### config.mk
export PLATFORM = sky130hd
export DESIGN_NAME = instruction_fetch_unit_flat
export DESIGN_NICKNAME = d
export VERILOG_FILES = /design/src/rtl/instruction_fetch_unit_pkg.sv /design/src/rtl/instruction_fetch_unit_if.sv /design/src/rtl/instruction_fetch_unit_event_counter.sv /design/src/rtl/instruction_fetch_unit.sv /design/src/flat_wrapper.sv
export SDC_FILE = /design/constraint.sdc
export NUM_CORES = 1
export LEC_CHECK = 0
export ABC_AREA = 1
export ABC_CLOCK_PERIOD_IN_PS = 6860
export CAP_MARGIN = 40
export CORE_MARGIN = 1.5
export CORE_UTILIZATION = 49
export DETAILED_ROUTE_END_ITERATION = 8
export GPL_ROUTABILITY_DRIVEN = 0
export PLACE_DENSITY = 0.87
export SYNTH_ARGS = -nofsm -noshare
export SYNTH_HDL_FRONTEND = slang
export SYNTH_HIERARCHICAL = 1
export SYNTH_SLANG_ARGS = --single-unit
### constraint.sdc
create_clock -name clk -period 6.86 [get_ports clk]
set_clock_uncertainty 0.15 [all_clocks]
set_input_delay 1.715 -clock clk [delete_from_list [all_inputs] [get_ports clk]]
set_output_delay 1.715 -clock clk [all_outputs]
set_load 0.02 [all_outputs]
### src/rtl/instruction_fetch_unit_pkg.sv
// ---------------------------------------------------------------------------
// instruction_fetch_unit_pkg
// Shared definitions for the multi-cycle fetch stage:
//   fetch_state_e - FSM state encodings (FETCH_ST, DISCARD_ST, HOLD_ST)
//   INST_BYTES    - instruction size in bytes (sequential PC step)
//   word_align()  - clears the byte-offset bits of an address
// ---------------------------------------------------------------------------
package instruction_fetch_unit_pkg;

    typedef enum logic [1:0] {
        FETCH_ST   = 2'd0,
        DISCARD_ST = 2'd1,
        HOLD_ST    = 2'd2
    } fetch_state_e;

    localparam int unsigned INST_BYTES = 4;
    localparam logic [31:0] INST_INCR  = 32'(INST_BYTES);

    function automatic logic [31:0] word_align(input logic [31:0] addr);
        return {addr[31:2], 2'b00};
    endfunction

endpackage

### src/rtl/instruction_fetch_unit_if.sv
// ---------------------------------------------------------------------------
// instruction_fetch_unit_if
// Bundles the fetch stage's bus signals.
//   Instruction memory : imem_req, imem_addr (fetch -> mem),
//                        imem_ready, imem_rdata (mem -> fetch)
//   Delivery           : inst_valid, inst_out, pc_out (fetch -> consumer),
//                        inst_ack (consumer -> fetch)
//   Redirect           : redirect_valid, redirect_pc (consumer -> fetch)
//
// Handshakes: an imem transfer completes on a cycle with imem_req &&
// imem_ready; imem_addr is held stable until then and imem_rdata is only
// meaningful on that cycle. An instruction is retired on a cycle with
// inst_valid && inst_ack; inst_ack is ignored while inst_valid is low.
// ---------------------------------------------------------------------------
interface instruction_fetch_unit_if;

    logic        imem_req;
    logic [31:0] imem_addr;
    logic        imem_ready;
    logic [31:0] imem_rdata;

    logic        inst_valid;
    logic [31:0] inst_out;
    logic [31:0] pc_out;
    logic        inst_ack;

    logic        redirect_valid;
    logic [31:0] redirect_pc;

    // Fetch unit side
    modport master (
        output imem_req, imem_addr,
        input  imem_ready, imem_rdata,
        output inst_valid, inst_out, pc_out,
        input  inst_ack,
        input  redirect_valid, redirect_pc
    );

    // Memory / consumer side
    modport slave (
        input  imem_req, imem_addr,
        output imem_ready, imem_rdata,
        input  inst_valid, inst_out, pc_out,
        output inst_ack,
        output redirect_valid, redirect_pc
    );

endinterface

### src/rtl/instruction_fetch_unit_event_counter.sv
// ---------------------------------------------------------------------------
// event_counter
// Free-running wrap-around event counter.
//   clk, reset : clock and asynchronous active-high reset
//   en         : count one event this cycle
//   count      : current count (starts at RESET_VALUE, wraps at 2^WIDTH)
// ---------------------------------------------------------------------------
module event_counter #(
    parameter int               WIDTH       = 32,
    parameter logic [WIDTH-1:0] RESET_VALUE = '0
) (
    input  logic             clk,
    input  logic             reset,
    input  logic             en,
    output logic [WIDTH-1:0] count
);

    logic [WIDTH-1:0] count_q;
    logic [WIDTH-1:0] count_d;

    always_comb begin
        count_d = count_q;
        if (en) begin
            count_d = count_q + {{(WIDTH-1){1'b0}}, 1'b1};
        end
    end

    always_ff @(posedge clk or posedge reset) begin
        if (reset) begin
            count_q <= RESET_VALUE;
        end else begin
            count_q <= count_d;
        end
    end

    assign count = count_q;

endmodule

### src/rtl/instruction_fetch_unit.sv
// ---------------------------------------------------------------------------
// instruction_fetch_unit
// Multi-cycle fetch stage: holds the PC, reads one word at a time from
// instruction memory and latches it into the instruction register (IR),
// which feeds the immediate generator / decoder downstream.
//   clk, reset  : clock, asynchronous active-high reset
//   bus         : instruction_fetch_unit_if.master (imem, delivery, redirect)
//   fetch_count : number of acked instructions (wraps)
//   state_dbg   : current FSM state, for observation only
// ---------------------------------------------------------------------------
module instruction_fetch_unit
    import instruction_fetch_unit_pkg::*;
#(
    parameter logic [31:0] RESET_PC = 32'h0000_0000
) (
    input  logic                      clk,
    input  logic                      reset,
    instruction_fetch_unit_if.master  bus,
    output logic [31:0]               fetch_count,
    output fetch_state_e              state_dbg
);

    fetch_state_e state_q, state_d;
    logic [31:0]  pc_q,    pc_d;
    logic [31:0]  ir_q,    ir_d;
    logic [31:0]  pend_q,  pend_d;
    logic [31:0]  redirect_target;
    logic         count_en;

    always_comb begin
        state_d         = state_q;
        pc_d            = pc_q;
        ir_d            = ir_q;
        pend_d          = pend_q;
        count_en        = 1'b0;
        redirect_target = word_align(bus.redirect_pc);

        case (state_q)
            FETCH_ST: begin
                if (bus.imem_ready) begin
                    if (bus.redirect_valid) begin
                        // Word arrived for a path that is now dead.
                        pc_d = redirect_target;
                    end else begin
                        ir_d    = bus.imem_rdata;
                        state_d = HOLD_ST;
                    end
                end else if (bus.redirect_valid) begin
                    // The transfer cannot be withdrawn, so keep the address
                    // stable, remember the target and drop the data later.
                    pend_d  = redirect_target;
                    state_d = DISCARD_ST;
                end
            end

            DISCARD_ST: begin
                if (bus.imem_ready) begin
                    // A redirect arriving together with completion is the
                    // newest target and beats the stored one.
                    pc_d    = bus.redirect_valid ? redirect_target : pend_q;
                    state_d = FETCH_ST;
                end else if (bus.redirect_valid) begin
                    pend_d = redirect_target;
                end
            end

            HOLD_ST: begin
                count_en = bus.inst_ack;
                if (bus.redirect_valid) begin
                    pc_d    = redirect_target;
                    state_d = FETCH_ST;
                end else if (bus.inst_ack) begin
                    pc_d    = pc_q + INST_INCR;
                    state_d = FETCH_ST;
                end
            end

            default: begin
                state_d = FETCH_ST;
            end
        endcase
    end

    always_ff @(posedge clk or posedge reset) begin
        if (reset) begin
            state_q <= FETCH_ST;
            pc_q    <= RESET_PC;
            ir_q    <= '0;
            pend_q  <= '0;
        end else begin
            state_q <= state_d;
            pc_q    <= pc_d;
            ir_q    <= ir_d;
            pend_q  <= pend_d;
        end
    end

    event_counter #(
        .WIDTH       (32),
        .RESET_VALUE (32'h0000_0000)
    ) u_fetch_counter (
        .clk   (clk),
        .reset (reset),
        .en    (count_en),
        .count (fetch_count)
    );

    // Outputs come from state and registers only. Reset gates the strobes
    // so an in-flight request disappears as soon as reset is asserted.
    assign bus.imem_req   = !reset && (state_q != HOLD_ST);
    assign bus.imem_addr  = pc_q;
    assign bus.inst_valid = !reset && (state_q == HOLD_ST);
    assign bus.inst_out   = ir_q;
    assign bus.pc_out     = pc_q;
    assign state_dbg      = state_q;

endmodule

### src/flat_wrapper.sv
// flat-port wrapper written by rule: the top's interface ports become plain ports
module instruction_fetch_unit_flat import instruction_fetch_unit_pkg::*;
#(
    parameter logic [31:0] RESET_PC = 32'h0000_0000
)
  (clk, reset, fetch_count, state_dbg, bus_imem_req, bus_imem_addr, bus_imem_ready, bus_imem_rdata, bus_inst_valid, bus_inst_out, bus_pc_out, bus_inst_ack, bus_redirect_valid, bus_redirect_pc);
  instruction_fetch_unit_if bus_i ();
  input  logic clk;
  input  logic reset;
  output logic [31:0] fetch_count;
  output fetch_state_e state_dbg;
  output wire logic [$bits(bus_i.imem_req)-1:0] bus_imem_req;
  output wire logic [$bits(bus_i.imem_addr)-1:0] bus_imem_addr;
  input wire logic [$bits(bus_i.imem_ready)-1:0] bus_imem_ready;
  input wire logic [$bits(bus_i.imem_rdata)-1:0] bus_imem_rdata;
  output wire logic [$bits(bus_i.inst_valid)-1:0] bus_inst_valid;
  output wire logic [$bits(bus_i.inst_out)-1:0] bus_inst_out;
  output wire logic [$bits(bus_i.pc_out)-1:0] bus_pc_out;
  input wire logic [$bits(bus_i.inst_ack)-1:0] bus_inst_ack;
  input wire logic [$bits(bus_i.redirect_valid)-1:0] bus_redirect_valid;
  input wire logic [$bits(bus_i.redirect_pc)-1:0] bus_redirect_pc;
  assign bus_imem_req = bus_i.imem_req;
  assign bus_imem_addr = bus_i.imem_addr;
  assign bus_i.imem_ready = bus_imem_ready;
  assign bus_i.imem_rdata = bus_imem_rdata;
  assign bus_inst_valid = bus_i.inst_valid;
  assign bus_inst_out = bus_i.inst_out;
  assign bus_pc_out = bus_i.pc_out;
  assign bus_i.inst_ack = bus_inst_ack;
  assign bus_i.redirect_valid = bus_redirect_valid;
  assign bus_i.redirect_pc = bus_redirect_pc;
  instruction_fetch_unit #(.RESET_PC(RESET_PC)) u_core (.clk(clk), .reset(reset), .bus(bus_i), .fetch_count(fetch_count), .state_dbg(state_dbg));
endmodule
# Word-level counts from Yosys, hierarchy flattened
# Cells that the tools add are included.
[classes]
n_addsub = 2
eq_ne = 9
mux = 15
bitwise = 2
n_reduce_logical = 10
[ops]
columns = ["op", "n"]
rows = [
  ["32-bit 2-to-1 mux", 6],
  ["32-bit case mux with 3 select lines", 1],
  ["32-bit by 1-bit adder with 32-bit output (second input constant)", 1],
  ["32-bit by 3-bit adder with 32-bit output (second input constant)", 1],
  ["2-bit 2-to-1 mux", 6],
  ["3-bit inequality test (second input constant)", 3],
  ["2-bit inequality test (second input constant)", 4],
  ["2-bit case mux with 3 select lines", 1],
  ["5-bit AND reduction", 1],
  ["4-bit AND reduction", 1],
  ["3-bit AND reduction", 1],
  ["3-bit nonzero test", 1],
  ["2-bit by 1-bit == test with 1-bit output (second input constant)", 1],
  ["2-bit == test (second input constant)", 1],
  ["1-bit logical AND", 2],
  ["2-bit zero test", 1],
  ["1-bit inverter", 2],
  ["2-bit AND reduction", 1],
  ["2-bit OR reduction", 1],
  ["1-bit zero test", 1],
  ["1-bit 2-to-1 mux", 1],
]
[word_totals]
regBits = 130
in_bits = 69

# Depth between registers and ports, before layout
[depth]
ltp_word = 4
mapped_depth = 12
mapped_depth_nobuf = 12

# Modules after synthesis
# Netlist, hierarchy kept.
[modules_own_cells]
columns = ["mod", "instances", "cells_per_inst", "area_each_um2", "seq_area_each_um2"]
rows = [
  ["instruction_fetch_unit", 1, 742, 6020.8, 2452.4],
  ["event_counter", 1, 207, 1730.4, 800.8],
]

# Worst setup path after synthesis
# No wires, ideal clock.
[synth_timing]
path_type = "input to output"
from = "in reset"
to = "out bus_inst_valid"
t_arrival_ns = 2.008
required_ns = 4.995
slack_ns = 2.987
cell_stages = 1
cell_sequence = "nor2_1"
[synth_via]
elab_chain_len = 2
[synth_lines]
columns = ["element", "line_no", "rtl"]
rows = [
  ["start: declaration", "flat_wrapper.sv:9", "input logic reset;"],
  ["1-bit zero test (no line)", "n/a", ""],
  ["1-bit logical AND", "instruction_fetch_unit.sv:112", "assign bus.inst_valid = !reset && (state_q == HOLD_ST);"],
  ["end: declaration", "flat_wrapper.sv:16", "output wire logic [$bits(bus_i.inst_valid)-1:0] bus_inst_valid;"],
]
# No other way between the ends.

# Worst setup path after layout
[layout_timing]
from = "in reset"
to = "out bus_imem_req"
[layout_via]
elab_chain_len = 2
[layout_lines]
columns = ["element", "line_no", "rtl"]
rows = [
  ["1-bit zero test (no line)", "n/a", ""],
  ["1-bit logical AND", "instruction_fetch_unit.sv:110", "assign bus.imem_req = !reset && (state_q != HOLD_ST);"],
  ["end: declaration", "flat_wrapper.sv:12", "output wire logic [$bits(bus_i.imem_req)-1:0] bus_imem_req;"],
]
# No other way between the ends.

==> impl_metrics.env <==
export IMPL_outcome="completed"
export IMPL_grt_start_max_net_pins=68
export IMPL_async_reset_ff_share_pct=100
export IMPL_die_area_um2=16600
export IMPL_power_frac_seq_pct=29.0
export IMPL_cpMostUsedCell="clkdlybuf4s50_1"
export IMPL_min_from="u_core/bus.inst_out[21]$_DFFE_PP0P_"
export IMPL_synth_area_leaders="dfrtp_1, nand2_1, mux2_2, o21ai_0, inv_1"
export IMPL_dp_hpwl_um=14100
export IMPL_drc=0
export IMPL_die_h_um=129
export IMPL_fin_nets=1186
export IMPL_synth_seq_cells=130
export IMPL_drtPass1Iterations=7
export IMPL_drv_slew=0
export IMPL_holdPathEnd="u_core/bus.inst_out[21]$_DFFE_PP0P_"
export IMPL_worst_path_max_delay_cell="clkdlybuf4s50_1"
export IMPL_p_clk_share_pct=21.9
export IMPL_design_core_area_um2=15300
export IMPL_synth_avg_cell_area_um2=8.17
export IMPL_crit_path_cell_trace="clkdlybuf4s50_1 > nor2_1 > clkdlybuf4s50_1"
export IMPL_power_switching_mw=1.92
export IMPL_cts_tree="built"
export IMPL_pwr_share_comb_pct=49.1
export IMPL_grtUsageMet2_pct=43.9
export IMPL_leakage_nw=4.75
export IMPL_fin_setup_tns_ps=0
export IMPL_viasPerCell=5.37
export IMPL_max_stage_delay_ps=610
export IMPL_die_width_um=129
export IMPL_worstSetupPathType="in -> out"
export IMPL_gr_total_overflow=0
export IMPL_root_buffer="clkbuf_16"
export IMPL_fin_crit_sh_pct=70.5
export IMPL_maxCapViolCount=0
export IMPL_htree_num_levels=4
export IMPL_synth_ff_type="dfrtp_1"
export IMPL_finalWirelength_um=20600
export IMPL_ctsHoldBuffers=0
export IMPL_path_clk_slew_ps=60
export IMPL_clock_path_buffers=2
export IMPL_ir_drop_mv=0.313
export IMPL_setup_viol=0
export IMPL_r2r_end="u_core/bus.imem_addr[4]$_DFFE_PP0P_"
export IMPL_n_antenna_cell=0
export IMPL_yosys_area_top_type="dfrtp_1"
export IMPL_rsz0062_at_grt="false"
export IMPL_grt_pass1_vias=6884
export IMPL_synthesis_nets=1024
export IMPL_synthToLayoutAreaGrowth_pct=33.4
export IMPL_yosysWarnings=6
export IMPL_synthCells=949
export IMPL_cts_resized=0
export IMPL_io_pins=201
export IMPL_ant_nets=0
export IMPL_use_met1_pct=30.7
export IMPL_critPathArrivalTime_ps=2970
export IMPL_numPortBuffers=198
export IMPL_netSwitchingFraction_pct=41.5
export IMPL_r2r_start="u_core/state_dbg[0]$_DFFE_PP0P_"
export IMPL_reg2reg_depth=9
export IMPL_antenna_found_initial=0
export IMPL_min_path_cells=1
export IMPL_intPower_mw=2.70
export IMPL_maxSlewHeadroom_pct=55.5
export IMPL_use_met3_pct=4.99
export IMPL_cts_sinks=130
export IMPL_synth_edf_count=0
export IMPL_drtIter0Drc=565
export IMPL_rows=45
export IMPL_timing_final_crit_period_ps=4840
export IMPL_floorplan_initialDensity_pct=50.6
export IMPL_instances_no_fill=1335
export IMPL_cp_required_ps=4990
export IMPL_finalPower_mw=4.62
export IMPL_worst_slew_pin_slew_ps=667
export IMPL_yosysTopAreaCellShare_pct=42.0
export IMPL_stdcell_area_um2=10300
export IMPL_drive_gt1_share_pct=12.8
export IMPL_cp_start_kind="input pin"
export IMPL_grt_total_usage_pct=25.3
export IMPL_max_freq_mhz=207
export IMPL_endpoint_kind="output port"
export IMPL_placed_cell_area_um2=9690
export IMPL_post_cts_buffers=0
export IMPL_synthesis_area_um2=7750
export IMPL_hold_class="reg -> reg"
export IMPL_p_per_area_nw_per_um2=447
export IMPL_r2r_slack_ps=4190
export IMPL_grt_pass1_wl_um=33200
export IMPL_seq_area_frac_synth_pct=42.0
export IMPL_clkLatencyLatePin_ps=420
export IMPL_num_vias=7175
export IMPL_cts_made_buffers=17
export IMPL_wl_per_cell_um=15.4
export IMPL_top_usage_layer="met2"
export IMPL_synth_cell_types=39
export IMPL_dp_cells=1303
export IMPL_critPathMaxFanout=4
export IMPL_hold_violations=0
==> critical path, delay by kind of cell <==
family,cells,cell delay (ps)
buffers and inverters,2,1120
AND/OR/NAND/NOR,1,130
==> cells by family (layout without fill, tap and decap cells) <==
family                   after synthesis  count (layout)  share of synthesized area, %
AND/OR/NAND/NOR                      458             458                          27.1
buffers and inverters                154             329                          9.56
AO/OA/AOI/OAI                        142             142                          12.5
flip-flops                           130             130                          42.0
multiplexers                          33              33                          4.79
XOR/XNOR                              26              26                          3.13
adder cells (fa/ha/maj)                6               6                         0.968
==> layout by cell type, fill, tap and decap left out, types with 4 or more instances in the layout <==
cell type / n
nor2_4: 10
nand2_2: 13
nor2_2: 8
nand2_1: 281
inv_6: 4
nand3_1: 31
a221oi_2: 15
dfrtp_1: 130
clkbuf_16: 17
xnor2_1: 7
ha_1: 6
a221oi_1: 13
and2_1: 4
nand4_1: 12
inv_1: 86
o21ai_0: 69
nand2_4: 4
nor2_8: 6
clkdlybuf4s50_1: 197
nor2_1: 77
a21oi_1: 22
mux2_2: 33
a22oi_1: 6
xor2_1: 17
bufinv_16: 5
a21oi_2: 6
buf_4: 7
nand3b_1: 9
==> final cells by class <==
type / count / area, um2
Fill cell: 1202 / 4970
Multi-Input combinational cell: 665 / 3760
Sequential cell: 130 / 3250
Timing Repair Buffer: 207 / 2070
Clock buffer: 17 / 425
Inverter: 90 / 340
Tap cell: 211 / 264
Clock inverter: 15 / 230
==> how the worst max path moves through the flow <==
stage | slack (ps) | startpoint | endpoint
floorplan | 2430 | reset | u_core/bus.imem_addr[0]$_DFFE_PP0P_
global placement | 2050 | reset | bus_inst_valid
detailed placement | 2020 | reset | bus_imem_req
CTS | 2020 | reset | bus_imem_req
global route | 2010 | reset | bus_inst_valid
finish | 2020 | reset | bus_imem_req
==> power groups by stage <==
stage	Sequential [mW]	Clock (mW)	Combinational [mW]
2_1_floorplan	1.54	0	1.23
3_3_place_gp	1.33	0	2.17
3_5_place_dp	1.35	0	2.24
4_1_cts	1.34	1.03	2.26
5_1_grt	1.38	1.06	2.44
6_report	1.34	1.01	2.27
==> per-stage QoR <==
stage | util (%) | hold WS [ps] | setup slack, ps
final | 67.5 | 351 | 2020
after global routing | 67.5 | 363 | 2010
after CTS | 67.5 | 356 | 2020
after detailed placement | 63.3 | 342 | 2020
after global placement | 63.0 | 335 | 2050
after floorplan | - | 340 | 2430
==> cells in the mapped netlist, types with 2 or more instances <==
master    number
nand2_1      281
dfrtp_1      130
inv_1         87
nor2_1        77
o21ai_0       69
buf_4         35
mux2_2        33
nand3_1       31
a21oi_1       22
buf_2         17
xor2_1        17
a221oi_2      15
a221oi_1      13
nand2_2       13
nand4_1       12
clkbuf_1      11
nor2_4        10
nand3b_1       9
nor2_2         8
xnor2_1        7
a21oi_2        6
a22oi_1        6
ha_1           6
nor2_8         6
and2_1         4
nand2_4        4
a21boi_0       3
o211ai_1       3
inv_2          2
o21ai_1        2
xor2_2         2
==> layer usage <==
metal	vias up	wire length [um]
met5	-	0
li1	3373	-
met4	0	532
met3	47	1430
met1	3397	8190
met2	358	10400
==> sequential cells by signal, summed over array words and instances (netlist names) <==
register,count
u_core/state_dbg,2
u_core/pend_q,32
u_core/bus.imem_addr,32
u_core/bus.inst_out,32
u_core/u_fetch_counter/count,32
Note: power is estimated with default switching activity, not from simulation.
